File: src/rtl/bsg_sdr_link_pkg.sv
// bsg_sdr_link_pkg: shared types and helpers for the SDR link endpoints
// Contents: receiver status struct, transmitter initial-credit helper
package bsg_sdr_link_pkg;
   typedef struct packed {
      logic v;
      logic overflow;
   } bsg_sdr_link_token_rx_status_s;
   function automatic int tx_init_credits(int lg_fifo_depth);
      return 1 << lg_fifo_depth;
   endfunction
endpackage

File: src/rtl/bsg_sdr_link_credit_to_token.sv
// bsg_sdr_link_credit_to_token: turns dequeue pulses into a decimated toggling token
// Ports: clk_i clock, reset_n_i async active-low reset, deq_i one credit per cycle high,
//        token_o counter MSB, toggles once per 2^lg_credit_to_token_decimation_p credits
module bsg_sdr_link_credit_to_token
#(
   parameter int lg_credit_to_token_decimation_p = 0
)
(
   input  logic clk_i,
   input  logic reset_n_i,
   input  logic deq_i,
   output logic token_o
);
   localparam int cw_lp = lg_credit_to_token_decimation_p + 1;
   logic [cw_lp-1:0] cnt;
   always_ff @(posedge clk_i or negedge reset_n_i)
      if (!reset_n_i) cnt <= '0;
      else if (deq_i) cnt <= cnt + cw_lp'(1);
   assign token_o = cnt[cw_lp-1];
endmodule

File: src/rtl/bsg_sdr_link_token_rx.sv
// bsg_sdr_link_token_rx: SDR link lane receive buffer with decimated token credit return
// Build option: define BSG_SDR_LINK_RX_OVERFLOW_CHECK_EN for a sticky overflow flag
// Ports: core_clk_i clock, core_reset_n_i async active-low reset,
//        io_link_v_i/io_link_data_i incoming beats, io_link_token_o credit token line,
//        v_o/data_o/yumi_i buffer head handshake, overflow_o protocol-error flag
module bsg_sdr_link_token_rx
   import bsg_sdr_link_pkg::*;
#(
   parameter int width_p = 16,
   parameter int lg_fifo_depth_p = 3,
   parameter int lg_credit_to_token_decimation_p = 1
)
(
   input  logic               core_clk_i,
   input  logic               core_reset_n_i,
   input  logic               io_link_v_i,
   input  logic [width_p-1:0] io_link_data_i,
   output logic               io_link_token_o,
   output logic               v_o,
   output logic [width_p-1:0] data_o,
   input  logic               yumi_i,
   output logic               overflow_o
);
   localparam int aw_lp = lg_fifo_depth_p;
   localparam int pw_lp = lg_fifo_depth_p + 1;
   if (tx_init_credits(lg_fifo_depth_p) < 4) begin : g_bad_depth
      $error("lg_fifo_depth_p must be at least 2");
   end
   if (lg_credit_to_token_decimation_p > lg_fifo_depth_p - 1) begin : g_bad_dec
      $error("lg_credit_to_token_decimation_p must be <= lg_fifo_depth_p-1");
   end
   logic [pw_lp-1:0] wr_ptr, rd_ptr;
   logic [width_p-1:0] mem [tx_init_credits(lg_fifo_depth_p)];
   logic full, deq, enq;
   bsg_sdr_link_token_rx_status_s status;
   // extra pointer bit distinguishes full from empty when the low bits match
   assign full = (wr_ptr[aw_lp] != rd_ptr[aw_lp]) && (wr_ptr[aw_lp-1:0] == rd_ptr[aw_lp-1:0]);
   assign status.v = wr_ptr != rd_ptr;
   assign deq = status.v & yumi_i;
   // a same-cycle dequeue frees the slot the full-buffer write lands in
   assign enq = io_link_v_i & (~full | deq);
   always_ff @(posedge core_clk_i or negedge core_reset_n_i)
      if (!core_reset_n_i) begin
         wr_ptr <= '0;
         rd_ptr <= '0;
      end else begin
         if (enq) wr_ptr <= wr_ptr + pw_lp'(1);
         if (deq) rd_ptr <= rd_ptr + pw_lp'(1);
      end
   always_ff @(posedge core_clk_i)
      if (enq) mem[wr_ptr[aw_lp-1:0]] <= io_link_data_i;
   assign data_o = mem[rd_ptr[aw_lp-1:0]];
`ifdef BSG_SDR_LINK_RX_OVERFLOW_CHECK_EN
   logic overflow_r;
   always_ff @(posedge core_clk_i or negedge core_reset_n_i)
      if (!core_reset_n_i) overflow_r <= 1'b0;
      else if (io_link_v_i & ~enq) begin
         overflow_r <= 1'b1;
         $error("bsg_sdr_link_token_rx: overflow, beat dropped at wr_ptr=%0d", wr_ptr);
      end
   assign status.overflow = overflow_r;
`else
   assign status.overflow = 1'b0;
`endif
   assign v_o = status.v;
   assign overflow_o = status.overflow;
   bsg_sdr_link_credit_to_token #(
      .lg_credit_to_token_decimation_p(lg_credit_to_token_decimation_p)
   ) c2t (
      .clk_i    (core_clk_i),
      .reset_n_i(core_reset_n_i),
      .deq_i    (deq),
      .token_o  (io_link_token_o)
   );
endmodule

File: config.mk
export PLATFORM = sky130hd
export DESIGN_NAME = bsg_sdr_link_token_rx
export DESIGN_NICKNAME = d
export VERILOG_FILES = /design/src/rtl/bsg_sdr_link_pkg.sv /design/src/rtl/bsg_sdr_link_credit_to_token.sv /design/src/rtl/bsg_sdr_link_token_rx.sv
export SDC_FILE = /design/constraint.sdc
export NUM_CORES = 1
export LEC_CHECK = 0
export CAP_MARGIN = 5
export CORE_ASPECT_RATIO = 0.6
export CORE_MARGIN = 5
export CORE_UTILIZATION = 25
export CTS_CLUSTER_DIAMETER = 60
export DETAILED_ROUTE_END_ITERATION = 6
export HOLD_SLACK_MARGIN = 0.12
export PLACE_DENSITY = 0.46
export SETUP_SLACK_MARGIN = 0.05
export SLEW_MARGIN = 40
export SYNTH_ARGS = -nofsm -noshare
export SYNTH_HDL_FRONTEND = slang
export SYNTH_HIERARCHICAL = 1
export SYNTH_SLANG_ARGS = --single-unit
File: constraint.sdc
create_clock -name core_clk_i -period 4.1 [get_ports core_clk_i]
set_input_delay 0.41 -clock core_clk_i [delete_from_list [all_inputs] [get_ports core_clk_i]]
set_output_delay 0.41 -clock core_clk_i [all_outputs]
set_load 0.03 [all_outputs]
# After elaboration in Yosys (flattened, before gate mapping)
# Memories as Yosys holds them, arrays and structs flattened.
# Index checks and enable logic that the tools add are counted.
[totals]
elab_cells = 17
in_bits = 20
reg_bits = 10
n_memories = 1
ram_bits = 128
output_inout_bits = 19
[classes]
n_mux = 2
addsub = 3
n_reduce_logical = 1
bitwise_logic = 4
eq_ne = 3
[memory_table]
columns = ["memory", "words", "width", "read_ports", "rd_clocked_by_memory_dff", "write_ports", "line_no", "source"]
rows = [
  ["mem", 8, 16, 1, 0, 1, "bsg_sdr_link_token_rx.sv:33", "logic [width_p-1:0] mem [tx_init_credits(lg_fifo_depth_p)];"],
]
[op_table]
columns = ["op", "count"]
rows = [
  ["$add A4 B1 Y4 const B", 2],
  ["$ne A4 B4 Y1", 1],
  ["$eq A3 B3 Y1", 1],
  ["$add A2 B1 Y2 const B", 1],
  ["$and A1 B1 Y1", 2],
  ["$mux W1", 2],
  ["$logic_and A1 B1 Y1", 1],
  ["$ne A1 B1 Y1", 1],
  ["$not A1 Y1", 1],
  ["$or A1 B1 Y1", 1],
]

# Longest topological paths before layout
# Gate-level depths: netlist (run 1).
[logic_depth]
word_depth = 7
mapped_depth = 7
depth_no_buf = 6

# Hierarchy
# Netlist (run 1), hierarchy kept.
[by_module_without_submodules]
columns = ["module", "seq_area_each_um2", "cells_each", "instances", "area_each_um2"]
rows = [
  ["bsg_sdr_link_token_rx", 4043.9, 245, 1, 5500.3],
  ["bsg_sdr_link_credit_to_token", 50.0, 5, 1, 71.3],
]

# Worst setup path after synthesis (run 1)
# No wires, ideal clock.
[synth_timing]
kind = "register to register"
startpoint = "register wr_ptr[0]"
endpoint = "memory mem[4][0] (enable)"
slack_ns = 1.172
path_stages_with_launch = 6
arrival_ns = 2.497
n_path_buf = 1
t_required_ns = 3.670
cell_sequence = "dfrtp_1 -> buf_2 -> xnor2_2 -> nand3_4 -> nor3_1 -> nor4_1"
[synth_between]
elab_chain_cells = 7
elab_cells_between_ends = 9
cone_classes = "2 x eq/ne; 2 x mux; 4 x bitwise; 1 x reduce/logical"
[synth_rtl]
columns = ["element", "line_no", "source"]
rows = [
  ["start, declared", "bsg_sdr_link_token_rx.sv:32", "logic [pw_lp-1:0] wr_ptr, rd_ptr;"],
  ["start signal, assigned", "bsg_sdr_link_token_rx.sv:47", "if (enq) wr_ptr <= wr_ptr + pw_lp'(1);"],
  ["$eq A3 B3 Y1", "bsg_sdr_link_token_rx.sv:37", "assign full = (wr_ptr[aw_lp] != rd_ptr[aw_lp]) && (wr_ptr[aw_lp-1:0] == rd_ptr[aw_lp-1:0]);"],
  ["$logic_and A1 B1 Y1", "bsg_sdr_link_token_rx.sv:37", ""],
  ["$not A1 Y1", "bsg_sdr_link_token_rx.sv:41", "assign enq = io_link_v_i & (~full | deq);"],
  ["$or A1 B1 Y1", "bsg_sdr_link_token_rx.sv:41", ""],
  ["$and A1 B1 Y1", "bsg_sdr_link_token_rx.sv:41", ""],
  ["$mux W1", "bsg_sdr_link_token_rx.sv:51", "if (enq) mem[wr_ptr[aw_lp-1:0]] <= io_link_data_i;"],
  ["$mux W1 (implied by the code)", "bsg_sdr_link_token_rx.sv:51", ""],
  ["end, declared", "bsg_sdr_link_token_rx.sv:33", ""],
]
# Parallel ways exist; a longest one is shown, timed or not.

# Final worst setup path (run 1)
[layout_timing]
startpoint = "register rd_ptr[0]"
endpoint = "output data_o[11]"
[layout_between]
elab_chain_cells = 1
[layout_rtl]
columns = ["element", "line_no", "source"]
rows = [
  ["start, declared", "bsg_sdr_link_token_rx.sv:32", ""],
  ["start signal, assigned", "bsg_sdr_link_token_rx.sv:48", "if (deq) rd_ptr <= rd_ptr + pw_lp'(1);"],
  ["$mem_v2 Z8 W16", "--", ""],
  ["end, declared", "bsg_sdr_link_token_rx.sv:20", "output logic [width_p-1:0] data_o,"],
]
# No other way between the ends.

==> impl_metrics.csv, run 1 <==
group,metric,value,unit
power_and_ir_drop,power_density,772,nW/um^2
detailed_routing,drc,0,
placement,dp_slack,1160,ps
yosys,async_flop_share,0.0725,
yosys,syn-instance-count,250,
placement,hpwl,6750,um
setup_path,worstPathRequired,3690,ps
clocking,cts_root_buffer,"clkbuf_16",
finish,antenna_cells,0,
detailed_routing,firstDrtPassIters,4,
clocking,cts_inserted_buffers,17,
clocking,post_cts_resized,0,
yosys,yosys_most_used_dff,"edfxtp_1",
finish,layout-drive-gt1-share,0.253,
global_routing,antenna_found_initial,0,
global_routing,grt_max_degree,29,
setup_path,r2r-end,"mem[5][6]",
die,rows,42,
setup_path,critPathMaxStageDelay,660,ps
sta,final.setup.worst_slack,760,ps
worst_hold_path,min_path_type,"input port to asynchronous set/reset pin",
detailed_routing,dr_total_vias,2575,
sta,period_needed,3340,ps
yosys,yosysWarnings,6,
clocking,clk_path_buf_depth,2,
sta,worstMarginPinSlew,639,ps
global_routing,track_usage,0.0936,
sta,period_share,0.815,
setup_path,setup.worst_path.end_class,"output port",
setup_path,worstPathCellList,"buf_4 -> mux4_1 -> mux2_2 -> clkdlybuf4s50_1",
die,die_x,203,um
sta,setup_viol_count_final,0,
detailed_routing,m1WireLength,5790,um
placement,portBuffers,37,
detailed_routing,met2_length,4940,um
detailed_routing,drt_iter0_drc,139,
clocking,cts_setup_buffers,0,
sta,slew-limit-headroom,0.574,
yosys,netlist_area,5570,um^2
clocking,cts_hold_buf,0,
detailed_routing,drt-total-wl,11400,um
detailed_routing,vias_per_cell,4.28,
die,fp.coreArea,22000,um^2
placement,gp_congestion,0.690,
finish,mostFrequentLayoutCell,"edfxtp_1",
yosys,synth_cell_types,32,
yosys,ys_seq_elements,138,
sta,worst_hold_slack,328,ps
detailed_routing,wire_per_inst,18.9,um
sta,timing_hold_violations_final,0,
setup_path,rr_startpoint,"rd_ptr[0]",
sta,clock.fmax,299,MHz
finish,final_core_util,0.315,
sta,timing.final.max_slew_violations,0,
sta,grt_setup_unrepaired,"no",
die,ios,39,
setup_path,r2r_slack,1610,ps
setup_path,critical_path_class,"flip-flop to output port",
detailed_routing,final_antenna_net_count,0,
die,dieArea,25500,um^2
clocking,worstSkewPairLatency,410,ps
die,die_y,126,um
clocking,cts_tree,"yes",
global_routing,grt_pass1_vias,2763,
power_and_ir_drop,leakage,0.00228,uW
global_routing,grt_pass1_wl,17300,um
setup_path,arrival,2930,ps
detailed_routing,highest_layer,"met4",
setup_path,crit_slowest_cell,"dfrtp_2",
die,start_util,0.254,
setup_path,crit_path_max_fanout,15,
sta,skew,3.51,ps
yosys,synth_fp_nets,272,
setup_path,start_kind,"flip-flop",
clocking,clk_pin_slew_worst_paths,60,ps
outcome,status,"complete, no violations",
sta,tns,0,ps
power_and_ir_drop,ir_drop,0.296,mV
finish,layout_common_cells,"edfxtp_1, clkdlybuf4s50_1, mux4_1, clkbuf_16, mux2_2",
clocking,htree_levels,4,
flow_run,max_cap_viol_count,0,
setup_path,ff2ff_path_depth,6,
yosys,avgSynthCellArea,22.3,um^2
global_routing,gr-total-overflow,0,
finish,nNetsFinal,326,
yosys,synth_edf_count,128,
finish,area_growth,24.0,%
clocking,cts_sinks,138,
detailed_routing,met3_length,464,um
yosys,seq_area_frac_synth,0.735,
[layer usage]
metal / GRT usage / up-vias
li1: - / 1158
met1: 0.133 / 1365
met2: 0.134 / 36
met3: 0.0306 / 16
met4: 0.0359 / 0
met5: 0 / -
[per-stage QoR]
step           area (um^2)  std cells  power, uW
4_1_cts               6910        602       5440
2_1_floorplan         5570        250       3230
3_3_place_gp          6300        571       3820
3_5_place_dp          6300        571       3850
6_report              6910        602       5330
5_1_grt               6910        602       5610
[logic make-up after synthesis]
kind of cell / Yosys count / share of synthesized area
other: 1 / 0.000673
AOI/OAI and AO/OA: 7 / 0.0144
buffers and inverters: 18 / 0.0220
adders and majority gates: 2 / 0.00449
xor gates and xnor gates: 10 / 0.0211
and+or+nand+nor: 24 / 0.0234
DFF: 138 / 0.735
muxes: 50 / 0.179
[power breakdown]
part | internal (uW) | switching [uW] | leakage, uW | total (uW)
sequential | 1790 | 188 | 0.00128 | 1980
combinational | 850 | 941 | 0.000711 | 1790
clock | 1010 | 560 | 0.000293 | 1570
[flip-flops by register name (all words and copies together), names as in the netlist]
register	count
mem	128
rd_ptr	4
wr_ptr	4
c2t/cnt	2
[critical path, delay by kind of cell, from the launching register on]
| family | cells | cell delay [ps] |
|---|---|---|
| flip-flops | 1 | 660 |
| buffers and inverters | 2 | 950 |
| multiplexers | 2 | 900 |
[layout make-up]
class / count / area [um^2]
clock buffer: 17 / 425
fill: 2100 / 15100
clock inverter: 14 / 179
timing repair buffer: 49 / 460
sequential: 138 / 4100
tap: 286 / 358
inverter: 4 / 15.0
multi-input combinational: 94 / 1380
[Yosys cell counts (2+ instances only)]
cell type | count | share of area
edfxtp_1 | 128 | 0.69
mux4_1 | 20 | 0.094
mux2_2 | 16 | 0.032
mux4_2 | 12 | 0.049
dfrtp_1 | 10 | 0.045
buf_6 | 6 | 0.012
nor3_1 | 6 | 0.0054
nand2_1 | 5 | 0.0034
nor2_1 | 5 | 0.0034
xnor2_1 | 5 | 0.0079
clkbuf_1 | 4 | 0.0027
inv_1 | 4 | 0.0027
xnor2_2 | 4 | 0.012
buf_4 | 2 | 0.0027
ha_1 | 2 | 0.0045
mux2_1 | 2 | 0.0040
nand2b_1 | 2 | 0.0022
nand4_1 | 2 | 0.0022
o311ai_1 | 2 | 0.0031
[how the worst max path moves through the flow]
stage / start / to / cells past startpoint
floorplan: wr_ptr[0] / mem[4][0] / 5
finish: rd_ptr[0] / data_o[11] / 4
detailed placement: rd_ptr[0] / data_o[11] / 4
global route: rd_ptr[0] / data_o[11] / 4
CTS: rd_ptr[0] / data_o[11] / 4
global placement: rd_ptr[0] / data_o[11] / 4
(Power assumes the default switching activity.)
==> inputs of run 2 (changes only) <==
clock period = 3.1 ns   (was 4.1 ns; I/O delays follow)
==> run 2 against run 1 <==
Clock-buffer cell count grew 1; sequential power increased by 28%; critical path depth is the same; register-to-register slack lost 950 ps; first-iteration DRC count down 12%; clock skew is 10 ps higher; flip-flop and latch count unchanged; routed wire length is 2.3% higher; non-clock buffer count up 1; critical endpoint is now data_o[0]; largest cell class unchanged; largest power group unchanged.
==> impl_metrics.csv, run 2 (same netlist as run 1, synthesis figures left out) <==
group,metric,value,unit
outcome,status,"complete, no violations",
power_and_ir_drop,pwr-share-clk,0.286,
sta,period_needed,2950,ps
detailed_routing,dr_total_vias,2628,
die,rows,42,
global_routing,gr-total-overflow,0,
power_and_ir_drop,leakage,0.00236,uW
power_and_ir_drop,power_density,1020,nW/um^2
sta,grt_setup_unrepaired,"no",
global_routing,antenna_found_initial,1,
detailed_routing,final_antenna_net_count,0,
setup_path,start_kind,"flip-flop",
setup_path,worstPathRequired,2790,ps
detailed_routing,wire_per_inst,19.3,um
clocking,cts_hold_buf,0,
worst_hold_path,min_path_type,"input port to asynchronous set/reset pin",
sta,skew,13.8,ps
sta,tns,0,ps
clocking,cts_sinks,138,
detailed_routing,drt-total-wl,11600,um
die,die_y,126,um
sta,timing.final.max_slew_violations,0,
setup_path,r2r-end,"mem[5][6]",
setup_path,rr_startpoint,"rd_ptr[0]",
finish,layout-drive-gt1-share,0.264,
setup_path,crit_path_max_fanout,16,
finish,nNetsFinal,327,
sta,setup_viol_count_final,0,
setup_path,cp-startpoint,"rd_ptr[0]",
power_and_ir_drop,p_sw_frac,0.321,
power_and_ir_drop,p_int,4810,uW
placement,portBuffers,37,
clocking,clk_pin_slew_worst_paths,70,ps
die,die_x,203,um
detailed_routing,drc,0,
setup_path,critical_path_class,"flip-flop to output port",
clocking,cts_root_buffer,"clkbuf_16",
finish,layout_common_cells,"edfxtp_1, clkdlybuf4s50_1, mux4_1, clkbuf_16, mux2_2",
detailed_routing,drt_iter0_drc,122,
flow_run,max_cap_viol_count,0,
setup_path,ff2ff_path_depth,6,
sta,slew-limit-headroom,0.553,
finish,final_core_util,0.317,
clocking,clk_path_buf_depth,2,
clocking,htree_levels,4,
power_and_ir_drop,p_switching,2280,uW
setup_path,arrival,2640,ps
power_and_ir_drop,ir_drop,0.359,mV
global_routing,grt_max_degree,29,
finish,largest_reg_flops,128,
finish,area_growth,25.1,%
clocking,cts_inserted_buffers,17,
power_and_ir_drop,p_seq_frac,0.358,
die,fp.coreArea,22000,um^2
finish,mostFrequentLayoutCell,"edfxtp_1",
setup_path,r2r_slack,660,ps
power_and_ir_drop,combPwrFrac,0.356,
detailed_routing,firstDrtPassIters,4,
global_routing,track_usage,0.0942,
die,start_util,0.254,
sta,worstMarginPinSlew,665,ps
global_routing,grt_pass1_vias,2811,
clocking,worstSkewPairLatency,410,ps
die,dieArea,25500,um^2
placement,hpwl,6730,um
sta,period_share,0.951,
die,ios,39,
sta,clock.fmax,339,MHz
setup_path,worstSetupEndpoint,"data_o[0]",
setup_path,setup.worst_path.end_class,"output port",
finish,antenna_cells,0,
clocking,cts_tree,"yes",
detailed_routing,vias_per_cell,4.35,
placement,gp_congestion,0.686,
sta,timing_hold_violations_final,0,
global_routing,grt_pass1_wl,17600,um
[run 2: what timing repair did]
action | 4_1_cts | 5_1_grt
endpoints found under the setup margin | 1 | 8
gates cloned | 1 | 0
buffers inserted | 0 | 0
gates resized for setup | 0 | 8
hold endpoints to repair | 0 | 0
[run 2: metal layers]
layer,track usage,routed length [um],up-vias,part of all wire
li1,-,-,1159,-
met1,0.136,5860,1404,0.50
met2,0.138,5190,53,0.45
met3,0.0280,481,10,0.041
met4,0.0263,80,2,0.0069
met5,0,13,-,0.0011
[run 2: worst max-delay path, cell delays in order, from the launching register on]
cell             delay [ps]
dfrtp_2                 490
bufbuf_16               370
mux4_2                  510
mux2_2                  280
clkdlybuf4s50_1         590
[run 2: area by class of cell]
| class | count | area, um^2 |
|---|---|---|
| Sequential cell | 138 | 4100 |
| Inverter | 4 | 15.0 |
| Clock inverter | 14 | 173 |
| Fill cell | 2118 | 15000 |
| Clock buffer | 18 | 429 |
| Multi-Input combinational cell | 94 | 1380 |
| Tap cell | 286 | 358 |
| Timing Repair Buffer | 50 | 526 |
[run 2: worst min-delay path by stage]
stage / from / end / slack (ps) / depth (start not counted)
after detailed placement: c2t/cnt[0] / c2t/cnt[0] / 460 / 1
after CTS: core_reset_n_i / wr_ptr[0] / 250 / 1
after floorplan: core_reset_n_i / c2t/cnt[0] / 10 / 0
after global placement: c2t/cnt[0] / c2t/cnt[0] / 460 / 1
after global routing: core_reset_n_i / wr_ptr[1] / 260 / 1
final: core_reset_n_i / wr_ptr[1] / 240 / 1
[run 2: power by group through the flow]
stage / clock [uW] / sequential, uW / combinational [uW]
3_5_place_dp: 0 / 2580 / 2550
6_report: 2030 / 2540 / 2530
2_1_floorplan: 0 / 2500 / 1770
3_3_place_gp: 0 / 2570 / 2550
5_1_grt: 2170 / 2570 / 2710
4_1_cts: 2080 / 2540 / 2620
[run 2: metrics by stage]
step	std cells	hold WS [ps]	area, um^2	power (uW)	setup WS [ps]
4_1_cts	604	245	6950	7250	46.2
3_3_place_gp	571	456	6320	5110	467
6_report	604	235	6970	7090	152
2_1_floorplan	250	14.4	5570	4270	172
5_1_grt	604	262	6970	7450	60.4
3_5_place_dp	571	460	6320	5130	475
==> inputs of run 3 (changes only) <==
SETUP_SLACK_MARGIN = 0.02   (was 0.05)
SLEW_MARGIN = 10   (was 40)
==> run 3 against run 2 <==
Fmax grew 0.27%; critical endpoint is now data_o[10]; hold slack gained 4.1 ps; utilization shrank 0.11 points; clock power is essentially flat; worst setup slack gained 8.0 ps; largest cell class unchanged.
==> impl_metrics.csv, run 3 (same netlist as run 1, synthesis figures left out) <==
group,metric,value,unit
setup_path,arrival,2630,ps
finish,antenna_cells,0,
setup_path,path_depth,4,
sta,period_share,0.948,
finish,fillers,2122,
setup_path,critical_path_class,"flip-flop to output port",
setup_path,crit_slowest_cell,"mux4_1",
global_routing,track_usage,0.0928,
sta,grt_setup_unrepaired,"no",
die,rows,42,
global_routing,grt_pass1_vias,2807,
global_routing,antenna_found_initial,1,
setup_path,critPathMaxStageDelay,610,ps
clocking,clk_path_buf_depth,2,
setup_path,worstPathRequired,2790,ps
placement,dp_slack,475,ps
detailed_routing,wire_per_inst,19.3,um
global_routing,grt_pass1_wl,17500,um
detailed_routing,drt_iter0_drc,133,
global_routing,grt_max_degree,33,
finish,largest_reg_flops,128,
die,dieArea,25500,um^2
power_and_ir_drop,power_density,1020,nW/um^2
finish,layout_common_cells,"edfxtp_1, clkdlybuf4s50_1, mux4_1, clkbuf_16, mux2_2",
worst_hold_path,min_path_type,"input port to asynchronous set/reset pin",
finish,area_growth,24.7,%
clocking,cts_root_buffer,"clkbuf_16",
clocking,cts_sinks,138,
clocking,cts_hold_buf,0,
detailed_routing,vias_per_cell,4.33,
detailed_routing,drc,0,
sta,final.setup.worst_slack,160,ps
clocking,htree_levels,4,
detailed_routing,firstDrtPassIters,4,
clocking,clk_pin_slew_worst_paths,60,ps
sta,period_needed,2940,ps
detailed_routing,drt-total-wl,11600,um
detailed_routing,final_antenna_net_count,0,
setup_path,cp_top_family,"multiplexers",
die,fp.coreArea,22000,um^2
detailed_routing,dr_total_vias,2616,
clocking,cts_tree,"yes",
global_routing,use_met2,0.138,
placement,gp_congestion,0.686,
setup_path,start_kind,"flip-flop",
setup_path,worstPathCellList,"buf_12 -> mux4_1 -> mux2_2 -> clkdlybuf4s50_1",
setup_path,ff2ff_path_depth,6,
sta,timing_hold_violations_final,0,
sta,skew,14.2,ps
sta,setup_viol_count_final,0,
setup_path,worstPathBufferInverterCount,2,
global_routing,top_usage_layer,"met2",
finish,final_core_util,0.316,
die,die_x,203,um
die,die_y,126,um
sta,tns,0,ps
placement,dpl.cell_count,571,
global_routing,met1_usage,0.133,
sta,worstMarginPinSlew,639,ps
die,ios,39,
sta,clock.fmax,340,MHz
flow_run,max_cap_viol_count,0,
clocking,worstSkewPairLatency,410,ps
setup_path,crit_path_max_fanout,16,
placement,hpwl,6730,um
power_and_ir_drop,leakage,0.00228,uW
setup_path,setup.worst_path.end_class,"output port",
outcome,status,"complete, no violations",
finish,stdcell_count,604,
global_routing,gr-total-overflow,0,
placement,portBuffers,37,
power_and_ir_drop,ir_drop,0.360,mV
sta,timing.final.max_slew_violations,0,
finish,layout-drive-gt1-share,0.264,
die,start_util,0.254,
global_routing,grt_util_met3,0.0280,
clocking,cts_inserted_buffers,17,
finish,mostFrequentLayoutCell,"edfxtp_1",
sta,slew-limit-headroom,0.571,
finish,nNetsFinal,327,
[run 3: per-stage QoR]
stage	hold WS (ps)	total power, uW	area (um^2)
5_1_grt	262	7460	6950
4_1_cts	245	7180	6920
2_1_floorplan	14.4	4270	5570
3_3_place_gp	456	5110	6320
3_5_place_dp	460	5130	6320
6_report	239	7090	6950
[run 3: what timing repair did]
| item | CTS | global route |
|---|---|---|
| endpoints found under the hold margin | 0 | 0 |
| setup endpoints to repair | 0 | 2 |
| resized for setup | 0 | 1 |
| setup buffers | 0 | 0 |
[run 3: power by group]
group          internal [uW]  switching, uW
logic                   1170           1360
registers               2370            171
clock network           1270            762
[run 3: worst paths after layout]
kind,start,endpoint,slack (ps)
setup / recovery,rd_ptr[0],data_o[10],160
hold reg to reg,c2t/cnt[0],c2t/cnt[0],480
max in group asynchronous,core_reset_n_i,rd_ptr[0],2480
hold / removal,core_reset_n_i,wr_ptr[1],240
min in group core_clk_i,c2t/cnt[0],c2t/cnt[0],480
setup reg to reg,rd_ptr[0],mem[5][6],770
[run 3: cell type report]
cell class	count	area, um^2	share of cell area
sequential	138	4100	0.590
multi-input combinational	94	1380	0.198
timing repair buffer	50	500	0.0720
clock buffer	18	429	0.0618
tap	286	358	0.0515
clock inverter	14	173	0.0249
inverter	4	15.0	0.00216
[run 3: layer usage]
layer | share of wire | wire length, um
met1 | 0.51 | 5950
met2 | 0.44 | 5150
met3 | 0.038 | 448
met4 | 0.0069 | 80
met5 | 0.0011 | 13
